`src/rtl/stream_dup_map_pkg.sv`:
```
// rtl/stream_dup_map_pkg.sv - shared state encoding, map opcodes and map function for stream_dup_map_n
package stream_dup_map_pkg;

    typedef enum logic [1:0] {
        ST_IDLE = 2'd0,
        ST_RUN  = 2'd1,
        ST_DONE = 2'd2
    } state_t;

    localparam int OP_ADD = 0;
    localparam int OP_XOR = 1;
    localparam int OP_SHL = 2;

    // Works on a 64-bit carrier; callers truncate to their own width, which
    // gives the mod 2^WIDTH wrap and drops bits shifted out of the top.
    function automatic logic [63:0] map_f(input int op, input logic [63:0] k,
                                          input logic [63:0] x);
        case (op)
            OP_XOR:  return x ^ k;
            OP_SHL:  return x << k[2:0];
            default: return x + k;
        endcase
    endfunction

endpackage

```
`src/rtl/stream_hold_reg.sv`:
```
// rtl/stream_hold_reg.sv - one-entry registered output stage that repeats each loaded value DUP times
//
// Ports:
//   clk, nrst       clock, asynchronous active-low reset
//   load, load_data load a new value (only legal while free is high)
//   data, valid     registered output element
//   ready           downstream consumes data when valid & ready
//   copy            index of the copy currently presented (0..DUP-1)
//   free            stage can take a load this cycle (empty, or last copy leaving now)
module stream_hold_reg
    import stream_dup_map_pkg::*;
#(
    parameter int WIDTH = 8,
    parameter int DUP   = 2,
    parameter int CW    = $clog2(DUP + 1)
) (
    input  logic             clk,
    input  logic             nrst,
    input  logic             load,
    input  logic [WIDTH-1:0] load_data,
    output logic [WIDTH-1:0] data,
    output logic             valid,
    input  logic             ready,
    output logic [CW-1:0]    copy,
    output logic             free
);

    logic last;

    assign last = (copy == CW'(DUP - 1));
    // Combinational bypass: the final copy leaving frees the slot in the same cycle.
    assign free = !valid || (ready && last);

    always_ff @(posedge clk or negedge nrst) begin
        if (!nrst) begin
            data  <= '0;
            valid <= 1'b0;
            copy  <= '0;
        end else if (load) begin
            data  <= load_data;
            valid <= 1'b1;
            copy  <= '0;
        end else if (valid && ready) begin
            if (last) begin
                valid <= 1'b0;
            end else begin
                copy <= copy + 1'b1;
            end
        end
    end

endmodule

```
`src/rtl/stream_dup_map_n.sv`:
```
// rtl/stream_dup_map_n.sv - activation-driven stream block emitting DUP copies of f(x) per input element
//
// Optional feature macro: STREAM_DUP_MAP_TAG_EN adds sOut_tag (copy index) and sOut_last.
//
// Ports:
//   clk, nrst                 clock, asynchronous active-low reset
//   in_valid, in_ready        activation handshake (in_ready high only in IDLE)
//   out_valid, out_ready      run-complete handshake (out_valid held in DONE)
//   sIn, sIn_valid, sIn_ready input element stream
//   sOut, sOut_valid, sOut_ready registered output element stream
//   sOut_tag, sOut_last       copy index / final-copy flag (macro builds only)
module stream_dup_map_n
    import stream_dup_map_pkg::*;
#(
    parameter int               WIDTH = 8,
    parameter int               DUP   = 2,
    parameter int               COUNT = 0,
    parameter int               OP    = 0,
    parameter logic [WIDTH-1:0] K     = WIDTH'(1)
) (
    input  logic             clk,
    input  logic             nrst,
    input  logic             in_valid,
    output logic             in_ready,
    output logic             out_valid,
    input  logic             out_ready,
    input  logic [WIDTH-1:0] sIn,
    input  logic             sIn_valid,
    output logic             sIn_ready,
    output logic [WIDTH-1:0] sOut,
    output logic             sOut_valid,
    input  logic             sOut_ready
`ifdef STREAM_DUP_MAP_TAG_EN
    ,
    output logic [7:0]       sOut_tag,
    output logic             sOut_last
`endif
);

    localparam int CW = $clog2(DUP + 1);

    state_t           state;
    logic [31:0]      elem_cnt;
    logic [CW-1:0]    copy;
    logic [WIDTH-1:0] mapped;
    logic             stage_free;
    logic             cnt_open;
    logic             accept;
    logic             consume;
    logic             last_copy;
    logic             finish;

    assign mapped    = WIDTH'(map_f(OP, 64'(K), 64'(sIn)));
    // Once COUNT elements are taken the run stops pulling input while it drains.
    assign cnt_open  = (COUNT == 0) || (elem_cnt < 32'(COUNT));
    assign sIn_ready = (state == ST_RUN) && stage_free && cnt_open;
    assign accept    = sIn_valid && sIn_ready;
    assign consume   = sOut_valid && sOut_ready;
    assign last_copy = (copy == CW'(DUP - 1));
    assign finish    = (COUNT != 0) && consume && last_copy && !accept
                       && (elem_cnt == 32'(COUNT));

    stream_hold_reg #(
        .WIDTH (WIDTH),
        .DUP   (DUP),
        .CW    (CW)
    ) u_hold (
        .clk       (clk),
        .nrst      (nrst),
        .load      (accept),
        .load_data (mapped),
        .data      (sOut),
        .valid     (sOut_valid),
        .ready     (sOut_ready),
        .copy      (copy),
        .free      (stage_free)
    );

    always_ff @(posedge clk or negedge nrst) begin
        if (!nrst) begin
            state     <= ST_IDLE;
            in_ready  <= 1'b1;
            out_valid <= 1'b0;
            elem_cnt  <= '0;
        end else begin
            case (state)
                ST_IDLE: begin
                    if (in_valid && in_ready) begin
                        state    <= ST_RUN;
                        in_ready <= 1'b0;
                        elem_cnt <= '0;
                    end
                end
                ST_RUN: begin
                    // Saturating count keeps unbounded runs from wrapping.
                    if (accept && (elem_cnt != '1)) begin
                        elem_cnt <= elem_cnt + 32'd1;
                    end
                    if (finish) begin
                        state     <= ST_DONE;
                        out_valid <= 1'b1;
                    end
                end
                ST_DONE: begin
                    if (out_ready) begin
                        state     <= ST_IDLE;
                        out_valid <= 1'b0;
                        in_ready  <= 1'b1;
                    end
                end
                default: state <= ST_IDLE;
            endcase
        end
    end

`ifdef STREAM_DUP_MAP_TAG_EN
    assign sOut_tag  = 8'(copy);
    assign sOut_last = sOut_valid && last_copy;
`endif

endmodule

```
`config.mk`:
```
export PLATFORM = sky130hd
export DESIGN_NAME = stream_dup_map_n
export DESIGN_NICKNAME = d
export VERILOG_FILES = /design/src/rtl/stream_dup_map_pkg.sv /design/src/rtl/stream_hold_reg.sv /design/src/rtl/stream_dup_map_n.sv
export SDC_FILE = /design/constraint.sdc
export NUM_CORES = 1
export LEC_CHECK = 0
export ABC_AREA = 1
export ABC_CLOCK_PERIOD_IN_PS = 3100
export BUFFER_PORTS_ARGS = -buffer_cell sky130_fd_sc_hd__buf_2
export CAP_MARGIN = 20
export CORE_MARGIN = 2
export CORE_UTILIZATION = 50
export DETAILED_ROUTE_END_ITERATION = 12
export GPL_TIMING_DRIVEN = 0
export PLACE_DENSITY = 0.85
export SLEW_MARGIN = 40
export SYNTH_ARGS = -nofsm -noshare
export SYNTH_HDL_FRONTEND = slang
export SYNTH_SLANG_ARGS = --single-unit
```
`constraint.sdc`:
```
create_clock -name clk -period 3.1 [get_ports clk]
set_clock_uncertainty 0.2 [all_clocks]
set_input_delay 0.31 -clock clk [delete_from_list [all_inputs] [get_ports clk]]
set_output_delay 0.31 -clock clk [all_outputs]
set_load 0.01 [all_outputs]
```
==> impl_metrics.yaml <==
outcome:
  status: "finished clean"
setup_path:
  crit_chain: "ha_1 > nand2_1 > nand2_2 > nand2_2 > inv_1 > buf_2"
  crit_type: "flip-flop to output pin"
  critical_path_depth: 6
  r2r-end: "u_hold.data[4]$_DFFE_PN0P_"
  slowest_delay_ns: 0.39
  crit_required_ns: 2.59
  cp-start-kind: "flip-flop"
  cpMostUsedCell: "nand2_2"
  crit_fanout: 3
  slowest_stage: "dfrtp_1"
  critical-path-top-delay-family: "flip-flops"
  arrival_ns: 1.32
  end_kind: "output pin"
  rr_startpoint: "u_hold.copy[1]$_DFFE_PN0P_"
  crit_buf_inv: 2
  r2r_slack_ns: 1.67
  rr_worst_depth: 8
global_route:
  met3_usage: 0.0261
  grt_usage: 0.170
  antenna_found_initial: 0
  busiest_layer: "met2"
  grt_pass1_vias: 540
  met1_usage: 0.228
  grt_max_degree: 14
  grt_first_pass_wirelength_um: 2300
  grt.overflow.total: 0
  met2_usage: 0.281
floorplanning:
  fp.dieH_um: 41.6
  coreArea_um2: 1320
  ios: 26
  die-area_um2: 1730
  rows: 13
  start_util: 0.537
  dieWidth_um: 41.6
yosys:
  synth_seq_cells: 13
  netlist_area_um2: 707
  yosys_warnings: 0
  avgSynthCellArea_um2: 8.32
  yosys-top-cells-area: "dfrtp_1 42%, nand2_1 17%, nand3_1 5.0%"
  synth_cell_types: 20
  synth_nets: 101
  netlist_instances: 85
  synth.top_cell.area_share: 0.425
  synth_seq_area_share: 0.462
  yosysTopAreaCell: "dfrtp_1"
timing:
  fin_ws_ns: 1.27
  fin_crit_sh: 0.592
  final-max-slew-violation-count: 0
  rsz0062_at_grt: "no"
  setup_viol: 0
  hold_violations: 0
  max_clock_freq_mhz: 545
  timing.setup.tns_ns: 0
  timing.hold.ws_ns: 0.0631
  fin_crit_ns: 1.83
placed_design:
  placed_cell_area_um2: 841
  hpwl_um: 1020
  gp_congestion: 0.728
  pre_cts_ws_ns: 1.55
  port_buffers: 23
  dp.cells: 123
min_path:
  hold_path_depth: 2
  holdPathEnd: "u_hold.data[0]$_DFFE_PN0P_"
  min_from: "sIn[0]"
  min_path_type: "input port to flip-flop"
cells_and_area:
  design_area_um2: 887
  layout.cells.non_filler: 129
  drive_gt1_frac: 0.316
  final_net_count: 131
  syn_to_final_growth_pct: 25.5
  nFillCells: 125
  diodes: 0
  fin_util: 0.673
routing:
  final_antenna_net_count: 0
  viasPerCell: 4.74
  wirelength_um: 1220
  drcViolationCount: 0
  routedWlPerCell_um: 9.47
  drtIter0Drc: 14
  vias: 612
  firstDrtPassIters: 4
cts:
  cts_resized: 0
  worstSkewPairLatency_ns: 0.26
  clock_sinks: 13
  hold_buffers: 2
  clk_path_buf_depth: 2
  htree_num_levels: 1
  clock-root-buffer: "clkbuf_4"
  cts_setup_buffers: 0
  clkTransAtPathRegs_ns: 0.07
  cts_tree: "yes"
  cts-buffers-inserted: 3
job:
  maxCapViolCount: 0
power_and_ir_drop:
  irDropWorstVdd_uv: 445
  p_per_area_nw_per_um2: 763
  p_total_mw: 0.677
  power_leakage_nw: 0.494
[cell usage in the layout (no fill, tap or decap)]
cell and n:
o21ai_2 2, buf_2 23, ha_1 2, nor2_1 5, xnor2_1 3, buf_6 1
a21boi_0 1, nand3b_1 1, o21ai_1 1, nor2_8 1, conb_1 1, dfrtp_1 12
dlygate4sd3_1 2, clkbuf_1 1, nand2_2 3, nand3_2 1, nand2_1 32, buf_4 1
o21bai_1 1, clkbuf_4 3, nand3_1 7, dfstp_2 1, xor2_1 1, inv_1 8
[Yosys cell counts]
master / count
nand2_1: 32
a21boi_0: 1
nor2_8: 1
buf_6: 1
nand3_1: 7
o21ai_1: 1
xor2_1: 1
dfstp_2: 1
dfrtp_1: 12
o21ai_2: 2
conb_1: 1
nor2_1: 5
nand2_2: 3
ha_1: 2
xnor2_1: 3
nand3b_1: 1
nand3_2: 1
inv_1: 8
buf_4: 1
o21bai_1: 1
[worst max path at each step]
stage	end	startpoint	slack, ns
after floorplan	sIn_ready	u_hold.copy[0]$_DFFE_PN0P_	1.68
after global placement	sIn_ready	u_hold.copy[0]$_DFFE_PN0P_	1.57
after detailed placement	sIn_ready	u_hold.copy[0]$_DFFE_PN0P_	1.55
after CTS	sIn_ready	u_hold.copy[0]$_DFFE_PN0P_	1.24
after global routing	sIn_ready	u_hold.copy[1]$_DFFE_PN0P_	1.16
final	sIn_ready	u_hold.copy[0]$_DFFE_PN0P_	1.27
[worst reg2reg max path: stages, from the launching register on]
cell	delay, ns
dfrtp_1	0.39
inv_1	0.06
ha_1	0.14
nand2_1	0.07
nand2_2	0.10
nand3_2	0.10
buf_6	0.16
nand2_1	0.06
nand2_1	0.05
[final cells by class]
class / instances / area, um^2 / share of cell area
multi-input combinational: 62 / 332 / 0.374
sequential: 13 / 327 / 0.368
timing repair buffer: 25 / 135 / 0.152
inverter: 8 / 30.0 / 0.0339
clock buffer: 4 / 26.3 / 0.0296
buffer: 2 / 18.8 / 0.0212
tap: 15 / 18.8 / 0.0212
[flip-flops by register name (all words and copies together) (netlist names)]
register      flops
in_ready          1
state             1
u_hold.copy       2
u_hold.data       8
u_hold.valid      1
[layer usage]
layer,up-vias,part of all wire
met2,21,0.48
li1,320,-
met5,-,0
met1,271,0.46
met3,0,0.052
met4,0,0
[report_power, final]
group          switching [mW]  internal, mW  total [mW]
registers              0.0354         0.238       0.273
logic                   0.176         0.128       0.304
clock network          0.0490        0.0497      0.0987
total                   0.261         0.416       0.677
[kinds of logic (layout without fill, tap and decap cells)]
kind of cell | Yosys count | count (layout) | synth area share
xor+xnor | 4 | 4 | 0.0496
flops | 13 | 13 | 0.462
fa+ha+maj | 2 | 2 | 0.0354
compound gates | 5 | 5 | 0.0531
buf+inv | 10 | 39 | 0.0690
simple gates | 50 | 50 | 0.326
other cells | 1 | 1 | 0.00530
Note: power is estimated with default switching activity, not from simulation.
